<file path="src/rtl/adiabatic_pclk_gen.sv">
// Four-phase trapezoidal power-clock sequencer for adiabatic logic rails.
// Emits per-phase stepwise ramp codes, complementary codes and flat-top flags.
module adiabatic_pclk_gen #(
    parameter int unsigned LVLW     = 4,
    parameter int unsigned STEP_DIV = 2
) (
    input  logic                clk,
    input  logic                rst,
    input  logic                en,
    output logic                busy,
    output logic                qsync,
    output logic [4*LVLW-1:0]   pos_lvl,
    output logic [4*LVLW-1:0]   neg_lvl,
    output logic [3:0]          clkpos,
    output logic [3:0]          clkneg,
    output logic [3:0]          active
);

    localparam int unsigned     SUBW      = (STEP_DIV > 1) ? $clog2(STEP_DIV) : 1;
    localparam logic [SUBW-1:0] SUB_LAST  = SUBW'(STEP_DIV - 1);
    localparam logic [LVLW-1:0] MAX       = '1;
    localparam logic [LVLW-1:0] STEP_LAST = MAX - 1'b1;

    typedef enum logic [1:0] {ST_IDLE, ST_RUN, ST_DRAIN} state_t;

    state_t             r_state, w_state_n;
    logic [SUBW-1:0]    r_sub, w_sub_n;
    logic [LVLW-1:0]    r_step, w_step_n;
    logic [1:0]         r_q, w_q_n;
    logic [3:0]         r_act, w_act_n;
    logic               w_wrap;

    logic               r_busy, r_qsync;
    logic [4*LVLW-1:0]  r_pos, r_neg, w_pos_n, w_neg_n;
    logic [3:0]         r_clkpos, r_clkneg, w_clkpos_n, w_clkneg_n;
    logic [LVLW-1:0]    w_lvl [4];
    logic               w_qsync_n;

    // cnt within a quarter is kept as (step, sub) so cnt/STEP_DIV is simply step
    assign w_wrap = (r_sub == SUB_LAST) && (r_step == STEP_LAST);

    always_comb begin
        w_state_n = r_state;
        w_sub_n   = r_sub;
        w_step_n  = r_step;
        w_q_n     = r_q;
        w_act_n   = r_act;
        case (r_state)
            ST_IDLE: begin
                if (en) begin
                    w_state_n = ST_RUN;
                    w_sub_n   = '0;
                    w_step_n  = '0;
                    w_q_n     = '0;
                    w_act_n   = 4'b0001;
                end
            end
            default: begin
                w_state_n = en ? ST_RUN : ST_DRAIN;
                if (w_wrap) begin
                    w_sub_n  = '0;
                    w_step_n = '0;
                    w_q_n    = r_q + 2'd1;
                    for (int unsigned k = 0; k < 4; k++) begin
                        if (w_q_n == 2'(k))
                            w_act_n[k] = en;
                        else if (w_q_n == 2'(k + 3))
                            w_act_n[k] = 1'b0;
                    end
                    if (!en && (w_act_n == '0)) begin
                        w_state_n = ST_IDLE;
                        w_q_n     = '0;
                    end
                end else if (r_sub == SUB_LAST) begin
                    w_sub_n  = '0;
                    w_step_n = r_step + 1'b1;
                end else begin
                    w_sub_n = r_sub + 1'b1;
                end
            end
        endcase
    end

    // Outputs are registered from the next-state values so they align with the counters
    always_comb begin
        w_pos_n    = '0;
        w_neg_n    = '0;
        w_clkpos_n = '0;
        w_clkneg_n = '0;
        for (int unsigned k = 0; k < 4; k++) begin
            w_lvl[k] = '0;
            if (w_act_n[k]) begin
                if (w_q_n == 2'(k))
                    w_lvl[k] = w_step_n + 1'b1;
                else if (w_q_n == 2'(k + 1))
                    w_lvl[k] = MAX;
                else if (w_q_n == 2'(k + 2))
                    w_lvl[k] = STEP_LAST - w_step_n;
            end
            w_pos_n[k*LVLW +: LVLW] = w_lvl[k];
            w_neg_n[k*LVLW +: LVLW] = MAX - w_lvl[k];
            w_clkpos_n[k]           = (w_lvl[k] == MAX);
            w_clkneg_n[k]           = (w_lvl[k] == '0);
        end
        w_qsync_n = (w_state_n != ST_IDLE) && (w_q_n == '0) &&
                    (w_step_n == '0) && (w_sub_n == '0);
    end

    always_ff @(posedge clk or posedge rst) begin
        if (rst) begin
            r_state  <= ST_IDLE;
            r_sub    <= '0;
            r_step   <= '0;
            r_q      <= '0;
            r_act    <= '0;
            r_busy   <= 1'b0;
            r_qsync  <= 1'b0;
            r_pos    <= '0;
            r_neg    <= '1;
            r_clkpos <= '0;
            r_clkneg <= '1;
        end else begin
            r_state  <= w_state_n;
            r_sub    <= w_sub_n;
            r_step   <= w_step_n;
            r_q      <= w_q_n;
            r_act    <= w_act_n;
            r_busy   <= (w_state_n != ST_IDLE);
            r_qsync  <= w_qsync_n;
            r_pos    <= w_pos_n;
            r_neg    <= w_neg_n;
            r_clkpos <= w_clkpos_n;
            r_clkneg <= w_clkneg_n;
        end
    end

    assign busy    = r_busy;
    assign qsync   = r_qsync;
    assign pos_lvl = r_pos;
    assign neg_lvl = r_neg;
    assign clkpos  = r_clkpos;
    assign clkneg  = r_clkneg;
    assign active  = r_act;

endmodule

</file>
<file path="config.mk">
export PLATFORM = sky130hd
export DESIGN_NAME = adiabatic_pclk_gen
export DESIGN_NICKNAME = d
export VERILOG_FILES = /design/src/rtl/adiabatic_pclk_gen.sv
export SDC_FILE = /design/constraint.sdc
export NUM_CORES = 1
export LEC_CHECK = 0
export BUFFER_PORTS_ARGS = -buffer_cell sky130_fd_sc_hd__buf_2
export CORE_ASPECT_RATIO = 1.1
export CORE_UTILIZATION = 45
export CTS_CLUSTER_SIZE = 10
export DETAILED_ROUTE_END_ITERATION = 8
export GPL_TIMING_DRIVEN = 0
export PLACE_DENSITY = 0.72
export SETUP_SLACK_MARGIN = 0.2
export SKIP_CTS_REPAIR_TIMING = 1
export SYNTH_ARGS = -nofsm -noshare
export SYNTH_HDL_FRONTEND = slang
export SYNTH_SLANG_ARGS = --single-unit
</file>
<file path="constraint.sdc">
create_clock -name clk -period 5.7 [get_ports clk]
set_clock_uncertainty 0.15 [all_clocks]
set_input_delay 0.855 -clock clk [delete_from_list [all_inputs] [get_ports clk]]
set_output_delay 0.855 -clock clk [all_outputs]
set_load 0.01 [all_outputs]
</file>
Yosys cells after proc, flatten, opt, wreduce, memory -nomap -nowiden
Index checks and enable logic that the tools add are counted.

Input port bits: 3. Word-level logic and storage cells: 100. Register bits: 55. Output and inout port bits: 46.

Mux-type cells: 52. Equality and inequality tests: 11. Add/sub/neg operators: 9. Reduce and logical (&&, ||, !) cells: 16. Bitwise logic cells: 1.

Operators by type and width (count): 4-bit 2-to-1 mux (23); 4-bit logical NOT (6); 4-bit equality test (second input constant) (5); 1-bit 2-to-1 mux (20); 4-bit subtractor (first input constant) (5); 2-bit 2-to-1 mux (9); 4-bit by 1-bit adder with 4-bit output (second input constant) (2); 2-bit equality test (second input constant) (4); 2-bit logical NOT (3); 1-bit logical AND (5); 2-bit by 1-bit equality test with 1-bit output (second input constant) (2); 2-bit by 1-bit adder with 2-bit output (second input constant) (1); 2-bit nonzero test (1); 1-bit adder (second input constant) (1); 1-bit logical NOT (1); 1-bit NOT (1).

Logic depth before layout (Yosys ltp)
Gate-level depths: netlist of the first run.

Depth in word-level cells: 17. Depth in mapped cells: 12. Depth with buffers taken out: 11.

Worst setup path after synthesis of the first run
OpenSTA, ideal clock, no wires.

Kind: input to register. From: in en. To: reg r_clkpos[0], in the netlist clkpos[0]. Setup slack: 2618 ps. Path buffers: 1. Arrival: 2820 ps. Library setup time: 111 ps. Stages on the path: 10. Required time: 5439 ps. Cells stage by stage: buf_2 > nor3_4 > o21ai_0 > nand2_1 > inv_1 > ha_1 > a21oi_1 > nor4b_4 > a21oi_4 > a2111oi_2.

Elaborated cells between the ends (all ways): 34. Those cells by class: 2 x add/sub; 3 x eq/ne; 25 x mux; 4 x reduce/logical.

RTL lines: start: declaration (line 9) `input logic en,`; 4-bit 2-to-1 mux (*) (line 50) `if (en) begin`; 4-bit 2-to-1 mux (*) (line 48) `case (r_state)`; net w_step_n[0] (line 28) `logic [LVLW-1:0] r_step, w_step_n;`; 4-bit subtractor (line 98) `w_lvl[k] = STEP_LAST - w_step_n;`; 4-bit 2-to-1 mux (line 97) `else if (w_q_n == 2'(k + 2))`; 4-bit 2-to-1 mux (line 95) `else if (w_q_n == 2'(k + 1))`; 4-bit 2-to-1 mux (*) (line 93) `if (w_q_n == 2'(k))`; 4-bit 2-to-1 mux (*) (line 92) `if (w_act_n[k]) begin`; 4-bit equality test (*) (line 102) `w_clkpos_n[k] = (w_lvl[k] == MAX);`; net w_clkpos_n[0] (line 35) `logic [3:0] r_clkpos, r_clkneg, w_clkpos_n, w_clkneg_n;`; end signal: assignment (line 132) `r_clkpos <= w_clkpos_n;`; end: declaration (line 35).

Mark *: on every way through the listed nets, which the timed path passes. The rest lies on a longest branch. The select of a mux whose other input is x is not followed.

Worst setup path in the final report of the first run
From: reg r_step[0]. To: reg r_clkpos[1], in the netlist clkpos[1].

Cells in the longest elaborated chain, start to end: 10. Elaborated cells between the ends (all ways): 21. Those cells by class: 3 x add/sub; 5 x eq/ne; 12 x mux; 1 x reduce/logical.

RTL lines: start: declaration (line 28); start signal: assignment (line 125) `r_step <= w_step_n;`; 4-bit by 1-bit adder with 4-bit output or 4-bit equality test (tied branches) (line 76, 40); 4-bit 2-to-1 mux or 1-bit logical AND (tied branches) (line 74, 40); 4-bit 2-to-1 mux (*) (line 60) `if (w_wrap) begin`; 4-bit 2-to-1 mux (*) (line 48); net w_step_n[1] (line 28); 4-bit subtractor (line 98); 4-bit 2-to-1 mux (line 97); 4-bit 2-to-1 mux (line 95); 4-bit 2-to-1 mux (*) (line 93); 4-bit 2-to-1 mux (*) (line 92); 4-bit equality test (*) (line 102); net w_clkpos_n[1] (line 35).

Mark *: on every way through the listed nets, which the timed path passes. The rest lies on a longest branch.

==> flow_summary.json, run 1 <==
{
  "leakage_nw": 1.449,
  "drive_gt1_share_pct": 38.10,
  "dp_hpwl_mm": 4.236,
  "met1_usage_pct": 25.27,
  "syn_area_mm2": 0.002738,
  "synth_nets": 249,
  "synth_warnings": 0,
  "layout_common_cells": "buf_2, dfrtp_1, nor2_1, dfstp_2, nand2_1",
  "worstMarginPinSlew_ns": 0.9698,
  "yosys.area_share.adder_pct": 3.656,
  "area_growth_pct": 17.96,
  "max_freq_ghz": 0.2996,
  "grt_pass1_vias": 2013,
  "first_iter_violations": 61,
  "vias": 1950,
  "power_mw": 1.154,
  "r2r_slack_ns": 2.36,
  "status": "finished clean",
  "ant_nets": 0,
  "syn_area_per_cell_um2": 11.50,
  "cts_tree": "done",
  "dieHeight_um": 83.81,
  "wl_per_cell_um": 15.21,
  "clock_path_buffers": 2,
  "arrival_ns": 3.37,
  "yosysUniqueCellTypes": 58,
  "synth_xor_area_share_pct": 4.159,
  "relSlewSlack_pct": 35.34,
  "via_per_inst": 5.256,
  "synth_edf_count": 0,
  "grt_overflow": 0,
  "n_antenna_cell": 0,
  "die_x_um": 76.37,
  "nets": 304,
  "setup_tns_ns": 0,
  "grt_start_max_net_pins": 32,
  "drt_first_pass_iters": 4,
  "antenna_found_initial": 0,
  "cts_sinks": 55,
  "synthFlopType": "dfrtp_1",
  "htree_levels": 2,
  "worst_setup_path_start_kind": "flop",
  "clk_latency_ns": 0.31,
  "grt-busiest-layer": "met2",
  "dieArea_mm2": 0.006400,
  "synth_compound_area_share_pct": 15.95,
  "fin_crit_sh_pct": 58.56,
  "required_ns": 5.73,
  "r2r-start": "r_step[0]",
  "ios": 49,
  "core_mm2": 0.005806,
  "grt.total_usage_pct": 19.49,
  "ys_ff_latch": 55,
  "slew_violations": 0,
  "synthArstFlopShare_pct": 100.0,
  "r2r_cells": 10,
  "r2r_end": "clkpos[1]",
  "seq_area_frac_synth_pct": 51.19,
  "synth_top_family_by_area": "simple AND/OR/NAND/NOR gates",
  "maxCapViolCount": 0,
  "syn_inst": 238,
  "fin_ws_ns": 2.362,
  "finalSetupViolations": 0,
  "hold_viol": 0,
  "postRouteWirelength_mm": 5.643,
  "initial_utilization_pct": 47.16,
  "numPortBuffers": 47,
  "vdd_ir_drop_max_mv": 0.1865,
  "hold-worst-slack_ns": 0.4158,
  "min_period_ns": 3.338,
  "drc": 0,
  "layout_commonest_cell": "buf_2",
  "rsz0062_at_grt": "false",
  "clock-root-buffer": "clkbuf_8",
  "final_util_pct": 55.63,
  "synthMuxAreaShare_pct": 3.382,
  "gp_congestion": 0.8300,
  "fillCellCount": 520,
  "cp-end-kind": "flop",
  "clkTransAtPathRegs_ns": 0.10,
  "post-place-ws_ns": 2.241,
  "hold_path.class": "input port to async pin",
  "met2_usage_pct": 31.94,
  "rows": 29,
  "worstSetupPathType": "flop to flop",
  "synth_simple_gate_area_share_pct": 16.41,
  "met3_usage_pct": 3.716,
  "cp_max_fo": 6,
  "numCtsBuffers": 5,
  "grt_first_pass_wirelength_mm": 9.756,
  "powerDensity_mw_per_mm2": 357.3
}
## synthesized netlist by cell type (2+ instances only)
cell	instances	share of area, %
a2111oi_2	2	1.1
nor4b_4	2	1.7
o31ai_1	3	0.82
a21oi_1	6	1.1
and4_1	2	0.64
buf_6	4	1.6
a32oi_1	3	0.96
a22o_2	2	0.73
a221oi_1	2	0.64
inv_1	16	2.2
mux2i_1	4	1.5
nor3_1	4	0.73
dfstp_2	20	19
o21ai_0	7	1.3
o21a_1	2	0.55
buf_4	3	0.82
nand4_1	2	0.46
dfrtp_1	35	32
o21ai_2	2	0.64
nand2_1	19	2.6
o211ai_1	3	0.82
nor2_1	27	3.7
a211oi_1	2	0.55
inv_2	2	0.27
mux2_4	2	1.1
nor3_4	2	1.2
ha_1	8	3.7
o21ba_2	2	0.73
o221ai_1	2	0.64
xnor2_1	13	4.2
nand2b_1	4	0.91
nand3_1	5	0.91
## worst max-delay path, stage by stage, from the launching register on
cell,delay [ns]
dfrtp_1,0.40
inv_1,0.08
ha_1,0.24
and4_1,0.17
buf_6,0.13
o41ai_4,0.50
ha_1,0.34
o21ba_2,0.22
nor4b_4,0.43
nand2_1,0.14
a221oi_1,0.41
## per-layer routing
| metal | share of wire (%) | wire length, um |
|---|---|---|
| met1 | 44 | 2475 |
| met4 | 2.0 | 112 |
| met2 | 51 | 2862 |
| met3 | 3.4 | 193 |
| met5 | 0 | 0 |
## logic make-up (layout without fill, tap and decap cells)
family,count (synthesis),count (layout)
adders and majority gates,8,8
xor gates and xnor gates,13,13
buffers and inverters,27,83
and+or+nand+nor,78,78
muxes,8,8
AOI/OAI and AO/OA,49,49
DFF,55,55
## how the worst max path moves through the flow
stage | slack [ns] | end | start
final | 2.36 | clkpos[1] | r_step[0]
after global routing | 2.17 | clkpos[1] | r_step[0]
after CTS | 2.43 | clkpos[1] | r_step[0]
after detailed placement | 2.24 | clkpos[1] | en
after global placement | 2.26 | clkpos[1] | en
after floorplan | 2.62 | clkpos[0] | en
## power breakdown
group	switching [mW]	total (mW)	internal, mW
Sequential	0.0316	0.488	0.456
Combinational	0.214	0.359	0.145
Clock	0.128	0.306	0.178
## per-stage QoR
stage,cells,instance area (um^2)
after floorplan,238,2738
after global placement,362,3069
after detailed placement,363,3089
after CTS,371,3229
after global routing,371,3229
final,371,3229
## final cells by class
cell class | instances | area, um^2 | share of cell area, %
clock buffer | 5 | 68.82 | 2.131
sequential | 55 | 1401 | 43.39
timing repair buffer | 48 | 255.2 | 7.904
multi-input combinational | 156 | 1192 | 36.92
clock inverter | 3 | 71.32 | 2.208
buffer | 9 | 76.32 | 2.363
tap | 77 | 96.34 | 2.983
inverter | 18 | 67.56 | 2.092
## sequential cells by signal (all words and copies together), names as in the netlist
signal,flops
r_sub,1
clkpos,4
r_state,2
neg_lvl,16
r_q,2
active,4
r_step,4
qsync,1
clkneg,4
busy,1
pos_lvl,16
No activity file was read; power rests on OpenSTA's default activity.
==> inputs of run 2 (changes only) <==
==> constraint.sdc (replaced) <==
create_clock -name clk -period 3.4 [get_ports clk]
set_clock_uncertainty 0.15 [all_clocks]
set_input_delay 0.51 -clock clk [delete_from_list [all_inputs] [get_ports clk]]
set_output_delay 0.51 -clock clk [all_outputs]
set_load 0.01 [all_outputs]
==> run 2 against run 1 <==
  * Via count grew 0.36%
  * Register-to-register slack lost 2.1 ns
  * Fmax grew 7.7%
  * Hold slack lost 0.35 ns
  * Power grew 69%
  * Count of clock-buffer cells in the layout is the same
  * Non-clock buffer count grew 3
  * Cell area grew 1.0%
  * Largest cell class unchanged
  * Highest routed layer unchanged
==> flow_summary.json, run 2 (synthesis gave the netlist of run 1 again) <==
{
  "power_mw": 1.953,
  "fin_ws_ns": 0.3000,
  "ios": 49,
  "stdcell_count": 374,
  "first_iter_violations": 73,
  "powerDensity_mw_per_mm2": 598.7,
  "cp_max_fo": 6,
  "vdd_ir_drop_max_mv": 0.3184,
  "wl_per_cell_um": 15.15,
  "layout_commonest_cell": "buf_2",
  "cp-end-kind": "flop",
  "rows": 29,
  "numCtsBuffers": 5,
  "cts_sinks": 55,
  "core_mm2": 0.005806,
  "drive_gt1_share_pct": 39.39,
  "post-place-ws_ns": 0.1765,
  "min_period_ns": 3.100,
  "setup_tns_ns": 0,
  "dieArea_mm2": 0.006400,
  "clock_path_buffers": 2,
  "n_antenna_cell": 0,
  "design_area_mm2": 0.003262,
  "hold_path.class": "input port to async pin",
  "postPlaceCellArea_mm2": 0.003089,
  "worstMarginPinSlew_ns": 0.9448,
  "r2r_slack_ns": 0.30,
  "cp-startpoint": "r_step[0]",
  "grt_overflow": 0,
  "relSlewSlack_pct": 37.01,
  "arrival_ns": 3.16,
  "nets": 307,
  "ant_nets": 0,
  "clock-root-buffer": "clkbuf_8",
  "dp_cells": 363,
  "r2r_end": "clkpos[1]",
  "rsz0062_at_grt": "false",
  "worstSetupPathType": "flop to flop",
  "gp_congestion": 0.8300,
  "slew_violations": 0,
  "dieHeight_um": 83.81,
  "leakage_nw": 1.461,
  "r2r-start": "r_step[0]",
  "status": "finished clean",
  "worst_setup_path_start_kind": "flop",
  "area_growth_pct": 19.15,
  "grt_first_pass_wirelength_mm": 9.756,
  "antenna_found_initial": 0,
  "maxCapViolCount": 0,
  "drt_first_pass_iters": 4,
  "numPortBuffers": 47,
  "vias": 1957,
  "postRouteWirelength_mm": 5.667,
  "max_freq_ghz": 0.3226,
  "die_x_um": 76.37,
  "htree_levels": 2,
  "initial_utilization_pct": 47.16,
  "cp-endpoint": "clkpos[1]",
  "fin_crit_sh_pct": 91.18,
  "finalSetupViolations": 0,
  "required_ns": 3.46,
  "clk_latency_ns": 0.31,
  "layout_common_cells": "buf_2, dfrtp_1, nor2_1, dfstp_2, nand2_1",
  "drc": 0,
  "grt.total_usage_pct": 19.49,
  "r2r_cells": 12,
  "hold_viol": 0,
  "cts_tree": "done",
  "clkTransAtPathRegs_ns": 0.10,
  "via_per_inst": 5.233,
  "dp_hpwl_mm": 4.236,
  "grt_start_max_net_pins": 32,
  "grt_pass1_vias": 2013
}
[run 2: changes by cell type in the layout (fill, tap and decap cells not counted), sizes merged]
cell  delta
buf      +3
[run 2: how the worst min path moves through the flow]
stage                     startpoint         end  slack, ns  cells past startpoint
after CTS                        rst  pos_lvl[5]       0.08                      2
after detailed placement         rst  pos_lvl[5]       0.43                      2
after global routing             rst  pos_lvl[5]       0.11                      2
final                            rst  pos_lvl[5]       0.07                      2
after global placement         r_sub       r_sub       0.48                      2
after floorplan            r_step[1]   r_step[1]       0.45                      2
[run 2: metal layers]
metal | up-vias | wire length, um | track usage (%) | share of wire (%)
met1 | 971 | 2526 | 25.27 | 45
met4 | 0 | 63 | 8.217 | 1.1
met5 | - | 0 | 0 | 0
li1 | 939 | - | - | -
met3 | 4 | 182 | 3.716 | 3.2
met2 | 43 | 2895 | 31.94 | 51
[run 2: per-stage QoR]
step	utilization (%)	hold slack (ns)
floorplan	-	0.4452
global placement	52.87	0.4777
detailed placement	53.21	0.4271
CTS	55.63	0.07981
global route	56.19	0.1140
finish	56.19	0.06887
[run 2: cell type report]
type                    instances  area, um^2
plain buffers                   9       76.32
clock buffers                   5       68.82
clock inverters                 3       71.32
fillers                       521        2544
inverters                      18       67.56
multi-input cells             156        1202
flip-flops and latches         55        1401
well taps                      77       96.34
repair buffers                 51       277.8
[run 2: report_power, final]
| group | switching (mW) | leakage [nW] | total (mW) | internal [mW] |
|---|---|---|---|---|
| Combinational | 0.367 | 0.739 | 0.620 | 0.253 |
| Clock | 0.216 | 0.0703 | 0.514 | 0.299 |
| Sequential | 0.0527 | 0.652 | 0.818 | 0.765 |
| Total | 0.636 | 1.46 | 1.95 | 1.32 |
[run 2: worst max-delay path, cell delays in order, from the launching register on]
cell,delay [ns]
dfrtp_1,0.40
inv_1,0.08
ha_1,0.24
and4_1,0.17
buf_6,0.13
o41ai_4,0.41
inv_1,0.08
ha_1,0.36
nand3_1,0.14
nor4b_4,0.27
buf_4,0.17
nand2_1,0.08
a221oi_2,0.31
==> inputs of run 3 (changes only) <==
--- a/config.mk
+++ b/config.mk
@@ -5,7 +5,7 @@
 export SDC_FILE = /design/constraint.sdc
 export NUM_CORES = 1
 export LEC_CHECK = 0
-export BUFFER_PORTS_ARGS = -buffer_cell sky130_fd_sc_hd__buf_2
+export BUFFER_PORTS_ARGS = -buffer_cell sky130_fd_sc_hd__buf_4
 export CORE_ASPECT_RATIO = 1.1
 export CORE_UTILIZATION = 45
 export CTS_CLUSTER_SIZE = 10
==> run 3 against run 2 <==
  * Wire length is essentially flat
  * Cell count grew 0.27%
  * Cell area grew 2.5%
  * Critical endpoint is now clkpos[2]
==> flow_summary.json, run 3 (synthesis gave the netlist of run 1 again) <==
{
  "status": "finished clean",
  "ff_latch_area_mm2": 0.001401,
  "finalSetupViolations": 0,
  "n_antenna_cell": 0,
  "clkTransAtPathRegs_ns": 0.10,
  "clock-root-buffer": "clkbuf_8",
  "drt_first_pass_iters": 4,
  "cts_sinks": 55,
  "cp-startpoint": "r_step[0]",
  "fin_crit_sh_pct": 89.12,
  "dp_hpwl_mm": 4.190,
  "postRouteWirelength_mm": 5.671,
  "antenna_found_initial": 0,
  "cp-end-kind": "flop",
  "maxCapViolCount": 0,
  "layout_commonest_cell": "buf_4",
  "drive_gt1_share_pct": 38.93,
  "ios": 49,
  "hold-worst-slack_ns": 0.02013,
  "grt_start_max_net_pins": 41,
  "r2r-start": "r_step[0]",
  "via_per_inst": 5.293,
  "cp_max_fo": 6,
  "pwr-share-comb_pct": 36.2,
  "grt_overflow": 0,
  "htree_levels": 2,
  "worst_setup_path_start_kind": "flop",
  "power.share.clock_pct": 19.8,
  "vias": 1985,
  "nets": 308,
  "cp-endpoint": "clkpos[2]",
  "grt_pass1_vias": 1997,
  "seqPwrFrac_pct": 43.9,
  "r2r_cells": 11,
  "fillCellCount": 511,
  "grt_first_pass_wirelength_mm": 9.915,
  "area_growth_pct": 22.17,
  "hold_path.class": "input port to async pin",
  "min_period_ns": 3.030,
  "hold_viol": 0,
  "r2r_end": "clkpos[2]",
  "numPortBuffers": 47,
  "internal_power_mw": 1.246,
  "leakage_nw": 1.485,
  "required_ns": 3.46,
  "final_util_pct": 57.61,
  "swShare_pct": 33.60,
  "fin_ws_ns": 0.3699,
  "powerDensity_mw_per_mm2": 560.9,
  "rows": 29,
  "numCtsBuffers": 5,
  "slew_violations": 0,
  "dieHeight_um": 83.81,
  "layout_common_cells": "buf_4, dfrtp_1, nor2_1, dfstp_2, nand2_1",
  "first_iter_violations": 107,
  "rsz0062_at_grt": "false",
  "worstMarginPinSlew_ns": 0.9162,
  "wl_per_cell_um": 15.12,
  "setup_tns_ns": 0,
  "max_freq_ghz": 0.3300,
  "die_x_um": 76.37,
  "multiInputGateArea_mm2": 0.001205,
  "netSwitchingPower_mw": 0.6304,
  "relSlewSlack_pct": 38.92,
  "arrival_ns": 3.09,
  "dieArea_mm2": 0.006400,
  "drc": 0,
  "r2r_slack_ns": 0.37,
  "ant_nets": 0,
  "vdd_ir_drop_max_mv": 0.3634,
  "initial_utilization_pct": 47.16,
  "clock_path_buffers": 2,
  "clk_latency_ns": 0.30,
  "gp_congestion": 0.8594,
  "grt.total_usage_pct": 19.82,
  "cts_tree": "done",
  "core_mm2": 0.005806,
  "worstSetupPathType": "flop to flop",
  "post-place-ws_ns": 0.2512
}
[run 3: cell type report]
cell class	count	area share [%]
well taps	77	2.881
clock buffers	7	2.581
plain buffers	9	2.282
multi-input cells	156	36.03
inverters	18	2.020
clock inverters	1	0.2619
flip-flops and latches	55	41.90
repair buffers	52	12.05
[run 3: stage by stage]
| stage | cells | power, mW | instance area [um^2] |
|---|---|---|---|
| after global placement | 362 | 1.454 | 3187 |
| after detailed placement | 363 | 1.472 | 3207 |
| final | 375 | 1.876 | 3344 |
| after CTS | 371 | 1.850 | 3302 |
| after floorplan | 238 | 1.270 | 2738 |
| after global routing | 375 | 1.993 | 3344 |
[run 3: power groups by stage]
stage / registers (mW) / clock network [mW] / logic, mW
global placement: 0.833 / 0 / 0.621
floorplan: 0.862 / 0 / 0.408
global route: 0.836 / 0.413 / 0.745
finish: 0.824 / 0.372 / 0.679
CTS: 0.826 / 0.382 / 0.643
detailed placement: 0.837 / 0 / 0.636
[run 3: how the worst min path moves through the flow]
stage	startpoint	to	cells after the start
2_1_floorplan	r_step[1]	r_step[1]	2
3_3_place_gp	r_sub	r_sub	2
3_5_place_dp	rst	pos_lvl[12]	2
4_1_cts	rst	pos_lvl[12]	2
5_1_grt	rst	pos_lvl[14]	2
6_report	rst	pos_lvl[12]	2
[run 3: worst max-delay path: stages, from the launching register on]
cell,delay (ns)
dfrtp_1,0.39
inv_1,0.07
ha_1,0.24
and4_1,0.17
buf_6,0.13
o41ai_4,0.36
buf_4,0.18
ha_1,0.23
o21ba_2,0.22
nor4b_4,0.36
nor3_1,0.10
a2111oi_2,0.33
[run 3: layer usage]
layer / vias to the layer above / GRT usage [%] / wire length (um)
li1: 941 / - / -
met1: 990 / 26.13 / 2483
met2: 48 / 33.42 / 2892
met3: 6 / 3.169 / 222
met4: 0 / 6.294 / 72
met5: - / 0 / 0
